**config.mk**
```make
export PLATFORM = sky130hd
export DESIGN_NAME = register_file
export DESIGN_NICKNAME = d
export VERILOG_FILES = /design/src/rtl/register_file.sv
export SDC_FILE = /design/constraint.sdc
export NUM_CORES = 1
export LEC_CHECK = 0
export CORE_MARGIN = 10
export CORE_UTILIZATION = 30
export CTS_CLUSTER_DIAMETER = 50
export DETAILED_ROUTE_END_ITERATION = 6
export PLACE_DENSITY = 0.56
export REMOVE_ABC_BUFFERS = 1
export SYNTH_ARGS = -nofsm -noshare
export SYNTH_HDL_FRONTEND = slang
export SYNTH_SLANG_ARGS = --single-unit
export TNS_END_PERCENT = 5
```
**constraint.sdc**
```tcl
create_clock -name clk -period 3.33 [get_ports clk]
set_clock_uncertainty 0.2 [all_clocks]
set_input_delay 0.8325 -clock clk [delete_from_list [all_inputs] [get_ports clk]]
set_output_delay 0.8325 -clock clk [all_outputs]
set_load 0.1 [all_outputs]
```
**src/rtl/register_file.sv**
```systemverilog
// -----------------------------------------------------------------------------
// register_file
//
// General-purpose register file for the processor datapath: 2**ADDR_WIDTH
// registers of DATA_WIDTH bits. It has two combinational read ports and one
// synchronous write port, and the read ports bypass the write port. An
// instruction that reads a register in the same cycle that register is written
// therefore sees the new value before the clock edge. R0 is an ordinary
// writable register.
//
// Ports
//   clk       in     system clock; writes happen on the rising edge
//   rst       in     asynchronous, active-low reset; clears every register,
//                    suppresses writes and forces both read ports to zero
//   WriteReg  in     write enable for the write port
//   SrcReg1   in     read port 1 register specifier
//   SrcReg2   in     read port 2 register specifier
//   DstReg    in     write port register specifier
//   DstData   in     write port data
//   SrcData1  inout  read port 1 data; always driven by this block
//   SrcData2  inout  read port 2 data; always driven by this block
//
// The read data ports are inout only to match the datapath's bitline
// convention. This block drives them continuously and never releases them to
// high-Z, so external logic must not drive them.
// -----------------------------------------------------------------------------
module register_file #(
  parameter int DATA_WIDTH = 16,
  parameter int ADDR_WIDTH = 4
) (
  input  logic                  clk,
  input  logic                  rst,
  input  logic                  WriteReg,
  input  logic [ADDR_WIDTH-1:0] SrcReg1,
  input  logic [ADDR_WIDTH-1:0] SrcReg2,
  input  logic [ADDR_WIDTH-1:0] DstReg,
  input  logic [DATA_WIDTH-1:0] DstData,
  inout  wire  [DATA_WIDTH-1:0] SrcData1,
  inout  wire  [DATA_WIDTH-1:0] SrcData2
);

  localparam int NUM_REGS = 2 ** ADDR_WIDTH;

  logic [DATA_WIDTH-1:0] regs [NUM_REGS];

  // A write is in flight this cycle only while out of reset. Gating the write
  // and the bypass with the same term means that a reset arriving between
  // edges drops a pending write and zeroes the outputs together.
  logic write_active;
  assign write_active = rst && WriteReg;

  // ---------------------------------------------------------------------------
  // Storage
  // ---------------------------------------------------------------------------
  // NOTE: this array gets an explicit reset because software relies on every
  // register reading 0 after reset. That keeps it out of RAM macros, which is
  // acceptable at this size. Sequential state is assigned with <= so that every
  // register samples its pre-edge inputs.
  always_ff @(posedge clk or negedge rst) begin
    if (!rst) begin
      for (int i = 0; i < NUM_REGS; i++) begin
        regs[i] <= '0;
      end
    end else if (write_active) begin
      regs[DstReg] <= DstData;
    end
  end

  // ---------------------------------------------------------------------------
  // Read ports with write-to-read bypass
  // ---------------------------------------------------------------------------
  // Each port bypasses independently. Both ports may select the same register,
  // with or without a bypass. Every path is fully specified, so the outputs
  // depend only on the current state and inputs.
  logic                  bypass1;
  logic                  bypass2;
  logic [DATA_WIDTH-1:0] read1;
  logic [DATA_WIDTH-1:0] read2;

  assign bypass1 = write_active && (SrcReg1 == DstReg);
  assign bypass2 = write_active && (SrcReg2 == DstReg);

  // The storage is already zero during reset. The explicit !rst term also
  // forces the ports to zero in the same instant that reset asserts, without
  // waiting for the array to settle.
  assign read1 = !rst    ? '0      :
                 bypass1 ? DstData : regs[SrcReg1];
  assign read2 = !rst    ? '0      :
                 bypass2 ? DstData : regs[SrcReg2];

  assign SrcData1 = read1;
  assign SrcData2 = read2;

endmodule

```
Word-level counts from Yosys, hierarchy flattened
Cells that the tools add are included.

Order comparisons: 4. Equality and inequality tests: 2. Multiplexer cells: 13. Bitwise logic cells: 3. Reductions and logical operators: 4.

Operator list (number): bitwise mux 256 bit (1); 2-to-1 mux 16 bit (9); binary-select mux 16 bit (select 4 bit) (2); demux 16 bit (select 4 bit) (1); greater-or-equal comparator 5 bit, second input constant (3); NOT 4 -> 5 bit (3); == test 4 bit (2); < comparator 5 x 1 -> 1 bit, second input constant (1); logical AND 1 bit (4).

Flip-flop bits (word level): 256. Output and inout port bits: 32. Logic and storage cells: 42.

Depth between registers and ports, before layout
Gate-level depths: netlist (run 1).

Word-level depth: 6. Gate-level depth with buffers: 7. Depth with buffers taken out: 4.

Worst setup path before layout (run 1)
Ideal clock, no wire load.

Path kind: input to output. From: input DstReg[1]. To: output SrcData1[10]. Arrival time: 2818 ps. Setup slack: -520 ps. Stages: 7. Buffers on the path: 3. Cells stage by stage: buf_2 xor2_1 nor4_1 and3_1 clkbuf_1 buf_2 a22o_1.

Word-level cells in the longest chain between the ends: 4.

Ends and longest elaborated chain: from (decl) (line 36) `input logic [ADDR_WIDTH-1:0] DstReg,`; == test 4 bit (line 80) `assign bypass1 = write_active && (SrcReg1 == DstReg);`; logical AND 1 bit (line 80); 2-to-1 mux 16 bit (line 87) `bypass1 ? DstData : regs[SrcReg1];`; 2-to-1 mux 16 bit (line 86) `assign read1 = !rst ? '0 :`; to (decl) (line 38) `inout wire [DATA_WIDTH-1:0] SrcData1,`.

No other way between the ends.

Worst setup path after layout (run 1)
From: input SrcReg2[0]. To: output SrcData2[2].

Word-level cells in the longest chain between the ends: 6.

Ends and longest elaborated chain: from (decl) (line 35) `input logic [ADDR_WIDTH-1:0] SrcReg2,`; NOT 4 -> 5 bit (not written as such) (line 89) `bypass2 ? DstData : regs[SrcReg2];`; binary-select mux 16 bit (select 4 bit) (line 89); 2-to-1 mux 16 bit (not written as such) (2 in series) (line 89); 2-to-1 mux 16 bit * (line 89); 2-to-1 mux 16 bit * (line 88) `assign read2 = !rst ? '0 :`; to (decl) (line 39) `inout wire [DATA_WIDTH-1:0] SrcData2`.

Every way passes the cells marked *; elsewhere a longest branch is shown, timed or not. The select of a mux whose other input is x is not followed.

==> flow_summary.toml, run 1 <==
[global_route]
grt_pass1_wl_mm = 63.7
grt_max_degree = 156
grtUsageTotal_pct = 15.6
grt_pass1_vias = 9599
antenna_found_initial = 0
grt.overflow.total = 0

[synthesis]
synth_seq_cells = 256
yosysWarnings = 0
synthDistinctLibCells = 26
yosysSeqAreaShare_pct = 46.6
synthCells = 904
avgSynthCellArea_um2 = 15.2
syn_area_mm2 = 0.0138

[drt]
vias_per_cell = 5.46
antenna_left = 0
drc = 0
vias = 8950
finalWirelength_mm = 42.8
first_pass_iters = 5
routedWlPerCell_um = 26.1
drt_iter0_drc = 705

[floorplan]
core-area_mm2 = 0.0454
die_y_um = 234
ios = 63
dieArea_mm2 = 0.0548
num_rows = 78
die_w_um = 234
start_util_pct = 30.3

[status]
violations = "setup timing"
status = "finished with violations"

[finish]
synthToLayoutAreaGrowth_pct = 28.1
regMostFlops = "regs"
diodes = 0
largest_register_ffs = 256
fin_util_pct = 38.8
nNetsFinal = 1046
fin_cells = 1638
top_regs = "regs: 256 flops"
drive_gt1_share_pct = 60.6

[setup_path]
crit_fanout = 8
crit_path_frequent_cell = "buf_12"
start_kind = "input port"
crit_slowest_cell = "mux4_2"
crit_required_ns = 2.30
path_buf_inv = 4
path_cells = "buf_16 -> buf_12 -> buf_4 -> mux4_2 -> a22oi_1 -> nand2_1 -> a22o_4 -> buf_12"
cp.arrival_ns = 2.48
path_class = "in -> out"
reg2regPathDepth = 1
r2r_end = "regs[121]"
end_kind = "primary output"
crit_family = "buffers and inverters"
reg2reg_from = "regs[121]"
slowest_delay_ns = 0.49
rrSetupSlack_ns = 2.32

[cts]
htreeDepth = 2
clockBufferDepth = 3
cts.sink_count = 256
cts_root_buf = "clkbuf_16"
cts_made_buffers = 34
clk_latency_ns = 0.50
clkTransAtPathRegs_ns = 0.06
cts_tree = "yes"

[sta]
layout_min_cycle_time_ns = 3.51
finalHoldViolCount = 0
relSlewSlack_pct = 27.9
max_slew.worst_pin.slew_ns = 1.08
fmax_mhz = 285
finalMaxSlewViolations = 0
fin_crit_sh_pct = 105
rsz0062_at_grt = "yes"
setup_viol = 32
setup_ws_ns = -0.182

[power]
power_density_mw_per_mm2 = 594
power.total_mw = 10.5
p_leak_nw = 7.55
peakVddDrop_mv = 0.282

[run]
maxCapViolations = 0

[placement]
dp.cells = 1591
dp_hpwl_mm = 26.5
io_buffers = 30
gp_congestion = 0.789

[min_path]
min_path_type = "in -> async"
kinds of logic after synthesis:
| kind of cell | share of synthesized area [%] |
|---|---|
| mux | 41.9 |
| flops | 46.6 |
| compound gates | 5.64 |
| buf+inv | 2.88 |
| simple gates | 2.47 |
| xor+xnor | 0.509 |
worst max path at each step:
stage,end,start,slack [ns],cells after the start
floorplan,SrcData2[0],DstReg[2],-0.50,4
global placement,SrcData2[2],DstReg[2],-0.58,8
detailed placement,SrcData1[10],SrcReg1[2],-0.59,9
CTS,SrcData2[11],SrcReg2[0],-0.22,9
global route,SrcData2[10],SrcReg2[0],-0.24,9
finish,SrcData2[2],SrcReg2[0],-0.18,8
report_power, final:
part           internal [mW]  switching [mW]  total (mW)
clock network           2.35            1.41        3.76
logic                   1.36            1.20        2.56
registers               3.72           0.428        4.15
placed cells by master (no fill, tap or decap), types with 3 or more instances in the layout:
cell,count
clkinv_2,3
buf_2,4
nor2b_2,4
mux2_2,236
nand2_1,33
buf_4,84
mux2_1,20
clkbuf_16,37
buf_6,5
clkbuf_1,4
clkbuf_2,3
a22oi_2,9
inv_6,4
mux4_2,128
buf_12,41
a22oi_1,55
nor2_2,11
xor2_1,8
clkbuf_8,4
bufinv_16,3
buf_16,7
nand2b_1,3
dfrtp_1,256
clkdlybuf4s50_1,16
a22o_4,32
per-layer routing:
| metal | up-vias | share of wire [%] | global-route usage, % |
|---|---|---|---|
| met5 | - | 0 | 0 |
| met4 | 0 | 1.9 | 4.05 |
| met3 | 64 | 5.1 | 3.00 |
| met2 | 238 | 47 | 24.4 |
| met1 | 4847 | 46 | 21.9 |
| li1 | 3801 | - | - |
cells in the mapped netlist:
| master | number | area share (%) |
|---|---|---|
| dfrtp_1 | 256 | 47 |
| mux2_2 | 236 | 19 |
| mux4_2 | 128 | 21 |
| a22oi_1 | 64 | 3.5 |
| clkbuf_1 | 47 | 1.3 |
| buf_2 | 38 | 1.4 |
| nand2_1 | 35 | 0.96 |
| a22o_1 | 32 | 2.0 |
| mux2_1 | 20 | 1.6 |
| nor2_1 | 12 | 0.33 |
| xor2_1 | 8 | 0.51 |
| nor2b_1 | 5 | 0.23 |
| nand2b_1 | 3 | 0.14 |
| a21boi_1 | 2 | 0.11 |
| and2_1 | 2 | 0.091 |
| buf_1 | 2 | 0.055 |
| buf_6 | 2 | 0.16 |
| nand4b_1 | 2 | 0.13 |
| nor4_1 | 2 | 0.091 |
| or4_1 | 2 | 0.11 |
| and3_1 | 1 | 0.046 |
| nand4_1 | 1 | 0.046 |
| nor3_1 | 1 | 0.036 |
| nor3_2 | 1 | 0.073 |
| nor4_4 | 1 | 0.15 |
| or3_1 | 1 | 0.046 |
what timing repair did:
| item | CTS | global route |
|---|---|---|
| pin swaps | 19 | 7 |
| setup buffers | 8 | 3 |
| hold buffers | 0 | 0 |
| cloned | 4 | 0 |
| resized for setup | 99 | 16 |
| setup endpoints to repair | 32 | 32 |
layout make-up:
| type | instances | area, µm² |
|---|---|---|
| Clock inverter | 14 | 173 |
| Fill cell | 4179 | 27800 |
| Sequential cell | 256 | 6410 |
| Tap cell | 600 | 751 |
| Timing Repair Buffer | 164 | 1940 |
| Clock buffer | 45 | 996 |
| Multi-Input combinational cell | 559 | 7350 |
through the flow:
stage / setup slack, ns / area (µm²) / TNS (ns) / hold WS [ns]
after floorplan: -0.500 / 13400 / -12.06 / 0.276
after global placement: -0.579 / 16300 / -17.21 / 0.287
after detailed placement: -0.595 / 16300 / -16.20 / 0.298
after CTS: -0.221 / 17600 / -5.07 / 0.124
after global routing: -0.241 / 17600 / -6.40 / 0.146
final: -0.182 / 17600 / -3.80 / 0.133
Power figures use the tool's default switching activity.
==> run 2: changes to the inputs <==
--- a/config.mk
+++ b/config.mk
@@ -5,6 +5,8 @@
 export SDC_FILE = /design/constraint.sdc
 export NUM_CORES = 1
 export LEC_CHECK = 0
+export ABC_AREA = 1
+export CAP_MARGIN = 20
 export CORE_MARGIN = 10
 export CORE_UTILIZATION = 30
 export CTS_CLUSTER_DIAMETER = 50
==> run 2 against run 1 <==
Net effect: the run still ends with setup timing left; worst hold slack better by 0.032 ns; sequential share of layout area is 3.0 points lower; clock power is 6.4% higher; register-to-register slack better by 0.12 ns; synthesized cell count increased to 2.7 times the previous value; core utilization shrank 1.5 points; fmax is 4.9% higher; largest power group unchanged.
==> flow_summary.toml, run 2 <==
[finish]
num-fill-cells = 5330
largest_register_ffs = 256
diodes = 0
final_common_cell = "nand2_1"
top_regs = "regs: 256 flops"
layout_common_cells = "nand2_1, nand3_1, inv_1, dfrtp_1, o21ai_0"
nNetsFinal = 2461
drive_gt1_share_pct = 10.8
regMostFlops = "regs"
synthToLayoutAreaGrowth_pct = 23.1

[min_path]
min_path_type = "in -> async"

[global_route]
grt_pass1_wl_mm = 92.9
grtUsageTotal_pct = 19.3
grt_max_degree = 81
antenna_found_initial = 0
grt_pass1_vias = 15700
grt.overflow.total = 0

[placement]
dp_hpwl_mm = 36.3
gp_congestion = 0.874
io_buffers = 30

[setup_path]
reg2regPathDepth = 2
path_cells = "buf_4 -> buf_8 -> buf_16 -> nand2_1 -> nand3_1 -> nand3_1 -> nand3_1 -> nand3_1 -> nand2_2 -> clkinvlp_4"
crit_family = "buffers and inverters"
crit_fanout = 26
path_buf_inv = 4
cp.arrival_ns = 2.31
cp.depth = 10
path_class = "in -> out"
end_kind = "primary output"
crit_required_ns = 2.30
start_kind = "input port"
crit_slowest_cell = "clkinvlp_4"
crit_path_frequent_cell = "nand3_1"
slowest_delay_ns = 0.45

[drt]
antenna_left = 0
first_pass_iters = 6
drt_iter0_drc = 2129
vias = 16200
drc = 0
vias_per_cell = 5.18
finalWirelength_mm = 60.3
routedWlPerCell_um = 19.2

[sta]
fin_crit_sh_pct = 101
setup_viol = 1
max_slew.worst_pin.slew_ns = 0.898
setup_ws_ns = -0.0171
finalHoldViolCount = 0
tns_ns = -0.0171
finalMaxSlewViolations = 0
layout_min_cycle_time_ns = 3.35
relSlewSlack_pct = 40.1
fmax_mhz = 299
rsz0062_at_grt = "yes"

[synthesis]
synth-edff-count = 0
syn_area_mm2 = 0.0156
yosysSeqAreaShare_pct = 41.1
yosysMostFrequentCell = "nand2_1"
synth_seq_cells = 256
synthTopCellsByArea = "dfrtp_1, nand2_1, nand3_1, inv_1, o21ai_0"
synth_area_leader_cell = "dfrtp_1"
synth_ff_type = "dfrtp_1"
synth_top_area_share_pct = 41.1
netlist_top_cells_count = "nand2_1, nand3_1, inv_1"
synthDistinctLibCells = 20
avgSynthCellArea_um2 = 6.49
yosysWarnings = 0
async_reset_ff_share_pct = 100
synthCells = 2400

[cts]
cts_root_buf = "clkbuf_16"
htreeDepth = 2
cts_tree = "yes"
clockBufferDepth = 3
clk_latency_ns = 0.55
ctsHoldBuffers = 0
clkTransAtPathRegs_ns = 0.06
cts.sink_count = 256
cts_made_buffers = 35

[floorplan]
die_w_um = 248
ios = 63
dieArea_mm2 = 0.0614
start_util_pct = 30.3
num_rows = 83
core-area_mm2 = 0.0514
die_y_um = 248

[power]
power_density_mw_per_mm2 = 554
peakVddDrop_mv = 0.321
power.total_mw = 10.6
p_leak_nw = 9.91

[run]
maxCapViolations = 0

[status]
status = "finished with violations"
violations = "setup timing"
## run 2: cell count changes in the layout (fill, tap and decap cells not counted), sizes merged, moves of 64 or more
cell,change
mux4,-128
a22oi,-64
mux2,-256
o21ai,+274
inv,+333
nand2,+786
nand3,+485
## run 2: path summary, 6_finish.rpt
| check | from | to | slack (ns) |
|---|---|---|---|
| max | SrcReg2[0] | SrcData2[7] | -0.02 |
| min | rst | regs[125] | 0.17 |
| max reg2reg | regs[254] | regs[254] | 2.44 |
| min reg2reg | regs[18] | regs[18] | 0.28 |
| max in group asynchronous | rst | regs[204] | 1.81 |
| min in group clk | regs[18] | regs[18] | 0.28 |
## run 2: metrics by stage
| stage | util, % | area (µm²) | setup WS (ns) | cells | hold slack [ns] |
|---|---|---|---|---|---|
| 6_report | 37.3 | 19200 | -0.0171 | 3134 | 0.165 |
| 5_1_grt | 37.3 | 19200 | -0.0750 | 3134 | 0.178 |
| 4_1_cts | 37.0 | 19000 | -0.00549 | 3131 | 0.171 |
| 3_5_place_dp | 34.2 | 17600 | -0.460 | 3066 | 0.273 |
| 3_3_place_gp | 34.2 | 17600 | -0.539 | 3066 | 0.266 |
| 2_1_floorplan | - | 14800 | -1.99 | 2222 | 0.253 |
## run 2: kinds of logic after synthesis
kind of cell    count (synthesis)  share of synthesized area (%)
simple gates                 1353                           36.7
buf+inv                       514                           13.2
compound gates                275                           8.84
flops                         256                           41.1
xor+xnor                        2                          0.112
## run 2: area by class of cell
class / count / area (µm²) / area share, %
clock buffers: 43 / 998 / 5.21
clock inverters: 18 / 220 / 1.15
inverters: 336 / 1280 / 6.67
multi-input cells: 1630 / 7180 / 37.4
flip-flops and latches: 256 / 6410 / 33.4
well taps: 680 / 851 / 4.44
repair buffers: 171 / 2250 / 11.7
## run 2: power breakdown
| part | leakage (nW) | switching, mW | internal (mW) |
|---|---|---|---|
| sequential | 3.32 | 0.316 | 3.69 |
| clock | 0.601 | 1.54 | 2.45 |
| combinational | 5.99 | 1.70 | 0.928 |
| total | 9.91 | 3.56 | 7.07 |
## run 2: repair_timing
action | in CTS | in global routing
pin swaps | 5 | 8
setup buffers | 4 | 0
gates cloned | 1 | 3
setup endpoints to repair | 32 | 32
gates resized for setup | 64 | 49
## run 2: routing by layer
metal / up-vias / share of wire, % / track usage, %
met1: 7652 / 43 / 26.1
met3: 140 / 8.6 / 3.43
met5: - / 0 / 0
li1: 7599 / - / -
met4: 0 / 3.6 / 7.60
met2: 849 / 44 / 30.3
==> run 3: changes to the inputs <==
--- a/config.mk
+++ b/config.mk
@@ -11,8 +11,10 @@
 export CORE_UTILIZATION = 30
 export CTS_CLUSTER_DIAMETER = 50
 export DETAILED_ROUTE_END_ITERATION = 6
-export PLACE_DENSITY = 0.56
+export MAX_ROUTING_LAYER = met4
+export PLACE_DENSITY = 0.58
 export REMOVE_ABC_BUFFERS = 1
+export SETUP_SLACK_MARGIN = 0.4
 export SYNTH_ARGS = -nofsm -noshare
 export SYNTH_HDL_FRONTEND = slang
 export SYNTH_SLANG_ARGS = --single-unit
==> constraint.sdc (replaced) <==
create_clock -name clk -period 3 [get_ports clk]
set_clock_uncertainty 0.2 [all_clocks]
set_input_delay 0.75 -clock clk [delete_from_list [all_inputs] [get_ports clk]]
set_output_delay 0.75 -clock clk [all_outputs]
set_load 0.1 [all_outputs]
==> run 3 against run 2 <==
Net effect: the flow still finishes with violations (setup timing); register-to-register slack worse by 0.34 ns; final area is 3.3% higher; die area stayed put; wire length is 2.0% lower; clock power is 11% higher; critical path type unchanged; largest power group unchanged.
==> flow_summary.toml, run 3 (synthesis gave the netlist of run 2 again) <==
[cts]
cts_made_buffers = 38
cts.sink_count = 256
clkTransAtPathRegs_ns = 0.05
clockBufferDepth = 3
cts_root_buf = "clkbuf_16"
htreeDepth = 2
clk_latency_ns = 0.54
ctsHoldBuffers = 0
cts_tree = "yes"

[setup_path]
slowest_delay_ns = 0.40
crit_fanout = 5
end_kind = "primary output"
crit_required_ns = 2.05
crit_slowest_cell = "clkinvlp_4"
path_cells = "buf_2 -> buf_12 -> o21ai_2 -> nor2_2 -> nand2_4 -> buf_8 -> buf_12 -> buf_16 -> nand3_4 -> nand2_4 -> clkinvlp_4"
path_class = "in -> out"
start_kind = "input port"
cp.arrival_ns = 2.28
reg2regPathDepth = 2

[floorplan]
core-area_mm2 = 0.0514
die_w_um = 248
num_rows = 83
ios = 63
dieArea_mm2 = 0.0614
start_util_pct = 30.3
die_y_um = 248

[sta]
rsz0062_at_grt = "yes"
finalMaxSlewViolations = 0
relSlewSlack_pct = 54.0
fin_crit_sh_pct = 108
layout_min_cycle_time_ns = 3.23
finalHoldViolCount = 0
max_slew.worst_pin.slew_ns = 0.690
fmax_mhz = 310
setup_ws_ns = -0.226
setup_viol = 32
tns_ns = -3.63

[run]
maxCapViolations = 0

[global_route]
antenna_found_initial = 0
grt.overflow.total = 0
grtUsageTotal_pct = 19.8
grt_max_degree = 59
grt_pass1_wl_mm = 92.4
grt_pass1_vias = 15900

[finish]
finalInstanceArea_mm2 = 0.0198
layout_common_cells = "nand2_1, nand3_1, inv_1, dfrtp_1, o21ai_0"
regMostFlops = "regs"
fin_cells = 3166
drive_gt1_share_pct = 14.6
num-fill-cells = 5317
largest_register_ffs = 256
diodes = 0
nNetsFinal = 2490
top_regs = "regs: 256 flops"
fin_util_pct = 38.6
final_common_cell = "nand2_1"
synthToLayoutAreaGrowth_pct = 27.2

[status]
status = "finished with violations"
violations = "setup timing"

[power]
peakVddDrop_mv = 0.334
power.total_mw = 11.8
p_leak_nw = 10.2
power_density_mw_per_mm2 = 597

[drt]
antenna_left = 0
drt_iter0_drc = 1827
vias_per_cell = 5.19
routedWlPerCell_um = 18.6
vias = 16400
drc = 0
first_pass_iters = 7
finalWirelength_mm = 59.0

[placement]
place_area_mm2 = 0.0177
gp_congestion = 0.924
dp_hpwl_mm = 35.4
io_buffers = 30
dp.cells = 3077

[min_path]
min_path_type = "in -> async"
## run 3: cell count changes in the layout (fill, tap and decap cells not counted), sizes merged
cell	previous run	this run
bufinv	4	2
clkdlybuf4s15	1	0
clkinv	10	14
inv	337	335
buf	149	178
clkbuf	47	48
clkinvlp	3	6
## run 3: final timing paths
| check | start | end | slack (ns) |
|---|---|---|---|
| setup / recovery | SrcReg2[3] | SrcData2[11] | -0.23 |
| hold / removal | rst | regs[182] | 0.09 |
| setup reg to reg | regs[178] | regs[178] | 2.10 |
| hold reg to reg | regs[186] | regs[186] | 0.28 |
| max in group asynchronous | rst | regs[200] | 0.96 |
| min in group clk | regs[186] | regs[186] | 0.28 |
## run 3: worst max-delay path, delay by kind of cell
family                 cells  cell delay (ns)
AND/OR/NAND/NOR            4             0.33
buffers and inverters      6             1.03
AO/OA/AOI/OAI              1             0.15
## run 3: routing by layer
metal,vias to the layer above,track usage [%],wire length (µm)
met3,168,3.16,4960
met1,7792,25.2,24900
met4,0,8.54,2420
li1,7647,-,-
met2,823,30.6,26800
met5,-,-,0
## run 3: timing repair
action	4_1_cts	5_1_grt
setup buffers	18	1
pin swaps	24	13
cloned	6	0
resized for setup	164	59
endpoints found under the setup margin	32	32
## run 3: metrics by stage
| stage | hold WS (ns) | worst slack (ns) |
|---|---|---|
| 3_5_place_dp | 0.272 | -0.603 |
| 4_1_cts | 0.0738 | -0.234 |
| 6_report | 0.0865 | -0.226 |
| 2_1_floorplan | 0.253 | -2.15 |
| 3_3_place_gp | 0.266 | -0.596 |
| 5_1_grt | 0.0952 | -0.281 |
## run 3: power by group
group	internal, mW	leakage [nW]	switching [mW]	total, mW
Clock	2.71	0.619	1.72	4.42
Combinational	1.08	6.25	1.90	2.97
Sequential	4.10	3.32	0.341	4.44
## run 3: final cells by class
cell class / count / area, µm² / share of cell area [%]
clock buffer: 46 / 1060 / 5.36
sequential: 256 / 6410 / 32.3
inverter: 336 / 1290 / 6.53
clock inverter: 21 / 193 / 0.972
multi-input combinational: 1630 / 7420 / 37.5
timing repair buffer: 197 / 2590 / 13.1
tap: 680 / 851 / 4.29
